===== src/rtl/mux_arbiter.sv =====
// rtl/mux_arbiter.sv - burst-limited round-robin arbiter sharing one registered 32-bit output slot between A and B
// Optional macro SIGN_EXT_EN: sign-extends port B when widening (zero-extends otherwise).
module mux_arbiter #(
    parameter int MAX_BURST = 4,
    parameter int CNT_W     = 3
) (
    input  logic        clk,
    input  logic        rst,
    input  logic        a_valid,
    input  logic [31:0] a_data,
    output logic        a_ready,
    input  logic        b_valid,
    input  logic [15:0] b_data,
    output logic        b_ready,
    output logic        out_valid,
    output logic [31:0] out_data,
    output logic        out_src,
    input  logic        out_ready,
    output logic        sel
);

    localparam logic [CNT_W-1:0] MAX_CNT = CNT_W'(MAX_BURST);
    localparam logic [CNT_W-1:0] ONE_CNT = CNT_W'(1);

    typedef enum logic {
        S_EMPTY = 1'b0,
        S_FULL  = 1'b1
    } state_t;

    state_t           r_state;
    state_t           w_next_state;
    logic [31:0]      r_out_data;
    logic             r_out_src;
    logic             r_last_src;
    logic [CNT_W-1:0] r_burst_cnt;

    logic             w_slot_free;
    logic             w_grant_any;
    logic             w_grant_b;
    logic             w_accept;
    logic [31:0]      w_b_wide;

`ifdef SIGN_EXT_EN
    assign w_b_wide = {{16{b_data[15]}}, b_data};
`else
    assign w_b_wide = {16'h0000, b_data};
`endif

    // Grant is suppressed during reset so no accept is reported in that cycle.
    always_comb begin
        w_slot_free  = (r_state == S_EMPTY) || out_ready;
        w_grant_any  = 1'b0;
        w_grant_b    = 1'b0;
        if (!rst && w_slot_free) begin
            if (a_valid && b_valid) begin
                w_grant_any = 1'b1;
                w_grant_b   = (r_burst_cnt < MAX_CNT) ? r_last_src : ~r_last_src;
            end else if (a_valid) begin
                w_grant_any = 1'b1;
                w_grant_b   = 1'b0;
            end else if (b_valid) begin
                w_grant_any = 1'b1;
                w_grant_b   = 1'b1;
            end
        end
        w_accept = w_grant_any;
        a_ready  = w_grant_any && !w_grant_b;
        b_ready  = w_grant_any && w_grant_b;
    end

    always_comb begin
        w_next_state = r_state;
        if (w_accept) begin
            w_next_state = S_FULL;
        end else if (r_state == S_FULL && out_ready) begin
            w_next_state = S_EMPTY;
        end
    end

    always_ff @(posedge clk) begin
        if (rst) begin
            r_state <= S_EMPTY;
        end else begin
            r_state <= w_next_state;
        end
    end

    always_ff @(posedge clk) begin
        if (rst) begin
            r_out_data  <= 32'h0;
            r_out_src   <= 1'b0;
            r_last_src  <= 1'b0;
            r_burst_cnt <= '0;
        end else if (w_accept) begin
            r_out_data <= w_grant_b ? w_b_wide : a_data;
            r_out_src  <= w_grant_b;
            if (w_grant_b == r_last_src) begin
                if (r_burst_cnt != MAX_CNT) begin
                    r_burst_cnt <= r_burst_cnt + ONE_CNT;
                end
            end else begin
                r_last_src  <= w_grant_b;
                r_burst_cnt <= ONE_CNT;
            end
        end
    end

    assign out_valid = (r_state == S_FULL);
    assign out_data  = r_out_data;
    assign out_src   = r_out_src;
    assign sel       = r_out_src;

endmodule


===== config.mk =====
export PLATFORM = sky130hd
export DESIGN_NAME = mux_arbiter
export DESIGN_NICKNAME = d
export VERILOG_FILES = /design/src/rtl/mux_arbiter.sv
export SDC_FILE = /design/constraint.sdc
export NUM_CORES = 1
export LEC_CHECK = 0
export ABC_CLOCK_PERIOD_IN_PS = 2000
export BUFFER_PORTS_ARGS = -buffer_cell sky130_fd_sc_hd__clkbuf_2
export CAP_MARGIN = 0
export CELL_PAD_IN_SITES_DETAIL_PLACEMENT = 0
export CELL_PAD_IN_SITES_GLOBAL_PLACEMENT = 1
export CORE_MARGIN = 2
export CORE_UTILIZATION = 30
export CTS_CLUSTER_DIAMETER = 100
export DETAILED_ROUTE_END_ITERATION = 10
export PLACE_DENSITY = 0.82
export SLEW_MARGIN = 0
export SYNTH_ARGS = -nofsm -noshare
export SYNTH_HDL_FRONTEND = slang
export SYNTH_SLANG_ARGS = --single-unit
export TNS_END_PERCENT = 30

===== constraint.sdc =====
create_clock -name clk -period 2 [get_ports clk]
set_input_delay 0.1 -clock clk [delete_from_list [all_inputs] [get_ports clk]]
set_output_delay 0.1 -clock clk [all_outputs]
set_load 0.02 [all_outputs]

# Word-level counts from Yosys, hierarchy flattened
# Cells that the tools add are included.
totals:
  ff_bits: 38
  latch_bits: 0
  ram_bits: 0
  rom_bits: 0
  inputBits: 53
  word_cells: 37
  mem_count: 0
classes:
  n_addsub: 1
  mul: 0
  div: 0
  n_lt_le_gt_ge: 1
  n_eq_ne: 3
  shifts: 0
  muxes: 13
  n_bitwise: 3
  n_reduce_logical: 11
ops:
  columns: ["cell", "n"]
  rows:
  - ["$mux W32", 1]
  - ["$mux W1", 10]
  - ["$mux W3", 2]
  - ["$logic_and A1 B1 Y1", 5]
  - ["$reduce_and A2 Y1", 2]
  - ["$add A3 B1 Y3 const B", 1]
  - ["$lt A3 B3 Y1 const B", 1]
  - ["$ne A3 B3 Y1 const B", 1]
  - ["$not A1 Y1", 3]
  - ["$logic_not A1 Y1", 2]
  - ["$ne A2 B1 Y1 const B", 1]
  - ["$reduce_bool A2 Y1", 1]
  - ["$eq A1 B1 Y1", 1]
  - ["$logic_or A1 B1 Y1", 1]

# Depth between registers and ports, before layout
depth:
  word_depth: 7
  depth_mapped: 7

# Least setup slack after synthesis
# Ideal clock, no wire load.
synth_timing:
  kind: "register to register"
  from: "reg r_state, in the netlist out_valid"
  to: "reg r_burst_cnt[1]"
  arrival_ns: 1.675
  required_ns: 1.883
  path_slack_ns: 0.207
  path_stages_with_launch: 6
  n_path_buf: 1
  period_less_slack_ns: 1.793
  cell_sequence: "dfxtp_1 nor2b_1 or3_1 buf_2 or3_1 a32o_1"
synth_via:
  elab_chain_cells: 7
synth_lines:
  columns: ["element", "line_no", "source"]
  rows:
  - ["start, declared", "30", "state_t r_state;"]
  - ["start signal, assigned", "84", "r_state <= w_next_state;"]
  - ["$not A1 Y1 (*)", "51", "w_slot_free = (r_state == S_EMPTY) || out_ready;"]
  - ["$logic_or A1 B1 Y1 (*)", "51", null]
  - ["$logic_and A1 B1 Y1 (*)", "54", "if (!rst && w_slot_free) begin"]
  - ["$mux W1", "54", null]
  - ["$eq A1 B1 Y1", "97", "if (w_grant_b == r_last_src) begin"]
  - ["$ne A2 B1 Y1 (no source line)", null, null]
  - ["$reduce_and A2 Y1 (no source line)", null, null]
  - ["end signal, assigned", "99", "r_burst_cnt <= r_burst_cnt + ONE_CNT;"]
  - ["end, declared", "35", "logic [CNT_W-1:0] r_burst_cnt;"]
# Every way passes the cells marked *; elsewhere a longest branch is shown, timed or not.
# A chain may end at the register's enable or synchronous reset.

# Worst setup path after layout
layout_timing:
  from: "reg r_last_src"
  to: "out a_ready"
layout_via:
  elab_chain_cells: 6
layout_lines:
  columns: ["element", "line_no", "source"]
  rows:
  - ["start, declared", "34", "logic r_last_src;"]
  - ["start signal, assigned", "102", "r_last_src <= w_grant_b;"]
  - ["$not A1 Y1", "57", "w_grant_b = (r_burst_cnt < MAX_CNT) ? r_last_src : ~r_last_src;"]
  - ["$mux W1 (*)", "57", null]
  - ["$mux W1 (*)", "55", "if (a_valid && b_valid) begin"]
  - ["$mux W1 (*)", "54", null]
  - ["$logic_not A1 Y1 (*)", "67", "a_ready = w_grant_any && !w_grant_b;"]
  - ["$logic_and A1 B1 Y1 (*)", "67", null]
  - ["end, declared", "11", "output logic a_ready,"]
# Marked as above.

==> run summary <==
====================================================================================
Switching share of power                                                       27.4%
Wirelength, routed                                                           3.94 mm
Number of hold-slack violations in the final timing report                         0
Power density over cell area                                              796 nW/µm²
Routed Antenna Nets                                                                0
Post-synthesis net count                                                         207
Cts-stage hold buffer count                                                        0
Pre-Repair DR Iteration Count                                                      5
Maximum buffer depth of the clock tree                                             2
Worst path cell trace                                                   xor2_1 > a2111oi_4 > buf_12 > clkbuf_2
CTS Buf Count                                                                      5
Horiz. Die Dim                                                               74.6 µm
Mapped Avg Cell Area                                                        9.83 µm²
Vias                                                                            1510
Commonest cells after routing, fill and taps aside                      89 x sky130_fd_sc_hd__clkbuf_2, 38 x sky130_fd_sc_hd__dfxtp_1, 34 x sky130_fd_sc_hd__nor2_1
Unrepaired setup endpoints after global routing                                   no
Total congestion overflow after global routing                                     0
Number of failing setup endpoints in the final timing report                       0
Critical-path top delay cell                                            sky130_fd_sc_hd__a2111oi_4
Min Clock Period, post-route                                                 1.91 ns
Maximum level of the CTS H-tree                                                    2
CTS root buf                                                            sky130_fd_sc_hd__clkbuf_8
Count of buffering cells on the critical path with inverters included              2
Iteration-0 DRC Markers                                                          124
Data arrival at the endpoint of the critical path                            1.81 ns
Sequential share of power                                                      49.5%
Post-route non-filler standard cell count                                        308
Share of synthesized area occupied by flip-flops and latches                   50.9%
Synthesis Warnings                                                                 0
Clock transition at the registers of the reported paths                      0.07 ns
Syn Inst Count                                                                   152
Latest clock arrival within the worst-skew pair                              0.28 ns
Post-detail-place hpwl                                                       2.75 mm
Peak ir drop on the vdd network                                             0.431 mV
Cell total after placement                                                       300
Post-Synthesis Cell Area                                                    1490 µm²
Upper clock frequency limit                                                  525 MHz
Worst stage delay on the critical path                                       0.48 ns
NumNets Final                                                                    295
Most common cell after layout, fill and taps aside                      sky130_fd_sc_hd__clkbuf_2
Antenna violations before repair                                                   0
Number of top-level pins                                                          90
Kind of cell adding the most delay to the critical path                 compound AO/OA/AOI/OAI gates
Fin area                                                                    2110 µm²
Slew margin rel.                                                               69.2%
Class of the most critical setup path                                     reg -> out
Comb power frac                                                                18.9%
Max Cap Viol                                                                       0
Post-synthesis cell type count                                                    30
Yosys reg bits                                                                    38
Instance area after placement                                               2020 µm²
Share of cells above drive strength 1                                          44.4%
Pin count of the biggest net entering global routing                              27
Power spent charging and discharging nets                                   0.461 mW
Wire length per cell                                                         12.8 µm
Number of slew-limit violations in the final report                                0
Leakage power figure                                                        0.993 nW
Area used by multi-input combinational logic                                 649 µm²
Kind of start point of the critical path                                    register
Run status                                                              finished clean
Remaining DRCs                                                                     0
Critical path data required time                                             1.90 ns
Global-route usage over all layers                                             14.6%
Global placement routability congestion                                        0.757
Vias in the first global route                                                  1344
Clk sink count                                                                    38
Number of core rows                                                               25
Crit-path max FO                                                                  26
Core area                                                                   4750 µm²
Post-CTS Setup Bufs                                                                0
Area growth from synthesis to layout                                           41.3%
Count of buffers inserted at the top-level ports                                  89
Number of vias per cell                                                         4.90
Cell-internal power                                                          1.22 mW
First-pass GRT wire length                                                   6.20 mm
Kind of path behind the tightest hold check                                in -> reg
Area of all sequential standard cells                                        761 µm²
Part of the total power dissipated in the clock network                        31.6%
Die extent in y                                                              74.6 µm
Worst slew pin tran                                                         0.461 ns
Crit. End Element                                                        output port
Post-Route Skew                                                           0.00280 ns
Number of diodes                                                                   0
Fin crit share                                                                 95.3%
Resize count post-CTS                                                              0
TritonCTS clock tree                                                            done
Final Total Pwr                                                              1.68 mW
Filler cells                                                                     487
Effective utilization at floorplan                                             31.4%
Die area                                                                    5560 µm²
Setup_tns                                                                       0 ns
====================================================================================
-- power groups by stage --
stage | Sequential, mW | Clock (mW) | Combinational, mW
finish | 0.832 | 0.531 | 0.318
global route | 0.838 | 0.592 | 0.352
CTS | 0.831 | 0.555 | 0.322
detailed placement | 0.848 | 0 | 0.321
global placement | 0.847 | 0 | 0.319
floorplan | 0.892 | 0 | 0.143
-- flip-flops by register name (all words and copies together) (netlist names) --
register,count
r_last_src,1
out_src,1
out_valid,1
out_data,32
r_burst_cnt,3
-- worst reg2reg max path, cell delays in order, from the launching register on --
cell	delay, ns
sky130_fd_sc_hd__dfxtp_1	0.46
sky130_fd_sc_hd__mux2_2	0.36
sky130_fd_sc_hd__a2111o_1	0.44
sky130_fd_sc_hd__nor3_1	0.25
sky130_fd_sc_hd__o22ai_1	0.11
-- final timing paths --
path,end,cells after the start,startpoint,slack (ns)
hold reg to reg,out_data[22],2,out_data[22],0.50
setup reg to reg,r_burst_cnt[0],4,r_last_src,0.26
hold / removal,out_data[29],3,a_data[29],0.06
setup / recovery,a_ready,4,r_last_src,0.09
-- metal layers --
metal / GRT usage [%] / routed length (µm) / vias to the layer above
li1: - / - / 750
met1: 18.0 / 1710 / 688
met2: 23.9 / 1870 / 65
met3: 4.88 / 301 / 7
met4: 5.36 / 68 / 0
met5: 0 / 0 / -
-- final cells by class --
cell class,count,area share (%)
Multi-Input combinational cell,95,30.8
Inverter,4,0.711
Clock buffer,7,4.09
Tap cell,67,3.97
Clock inverter,1,0.237
Sequential cell,38,36.0
Timing Repair Buffer,96,24.2
-- cell families (layout without fill, tap and decap cells) --
group / count (synthesis) / count (layout) / synth area share, %
muxes: 2 / 2 / 1.42
adders and majority gates: 2 / 2 / 1.67
xor gates and xnor gates: 1 / 1 / 0.586
buffers and inverters: 19 / 108 / 5.61
DFF: 38 / 38 / 50.9
and+or+nand+nor: 49 / 49 / 14.6
AOI/OAI and AO/OA: 41 / 41 / 25.2
-- Yosys cell counts --
cell | n | area, µm²
sky130_fd_sc_hd__or3_1 | 2 | 12.5
sky130_fd_sc_hd__or2_2 | 1 | 6.26
sky130_fd_sc_hd__xor2_1 | 1 | 8.76
sky130_fd_sc_hd__buf_2 | 7 | 35.0
sky130_fd_sc_hd__buf_4 | 1 | 7.51
sky130_fd_sc_hd__nor2b_1 | 1 | 6.26
sky130_fd_sc_hd__clkbuf_1 | 7 | 26.3
sky130_fd_sc_hd__mux2_2 | 1 | 11.3
sky130_fd_sc_hd__o22ai_1 | 2 | 12.5
sky130_fd_sc_hd__nand2_1 | 2 | 7.51
sky130_fd_sc_hd__a2111o_1 | 1 | 11.3
sky130_fd_sc_hd__mux2i_1 | 1 | 10.0
sky130_fd_sc_hd__nor2_2 | 1 | 6.26
sky130_fd_sc_hd__a22oi_1 | 16 | 120
sky130_fd_sc_hd__nand4b_1 | 1 | 8.76
sky130_fd_sc_hd__nor4b_1 | 1 | 8.76
sky130_fd_sc_hd__nor3_1 | 4 | 20.0
sky130_fd_sc_hd__a222oi_1 | 16 | 160
sky130_fd_sc_hd__a32o_1 | 1 | 10.0
sky130_fd_sc_hd__dfxtp_1 | 38 | 761
sky130_fd_sc_hd__ha_1 | 2 | 25.0
sky130_fd_sc_hd__a221o_1 | 1 | 10.0
sky130_fd_sc_hd__nand2b_1 | 1 | 6.26
sky130_fd_sc_hd__inv_1 | 4 | 15.0
sky130_fd_sc_hd__a2111oi_4 | 1 | 27.5
sky130_fd_sc_hd__nor3b_1 | 1 | 7.51
sky130_fd_sc_hd__nor2_1 | 34 | 128
sky130_fd_sc_hd__a21oi_1 | 1 | 5.00
sky130_fd_sc_hd__a311oi_1 | 1 | 8.76
sky130_fd_sc_hd__o2111a_1 | 1 | 11.3
-- metrics by stage --
step / setup WS (ns) / hold WS, ns / utilization, %
after floorplan: 0.207 / 0.263 / -
after global placement: 0.343 / 0.347 / 42.5
after detailed placement: 0.264 / 0.357 / 42.5
after CTS: 0.0671 / 0.0559 / 44.4
after global routing: 0.00513 / 0.0689 / 44.4
final: 0.0936 / 0.0626 / 44.4
Note: power is estimated with default switching activity, not from simulation.
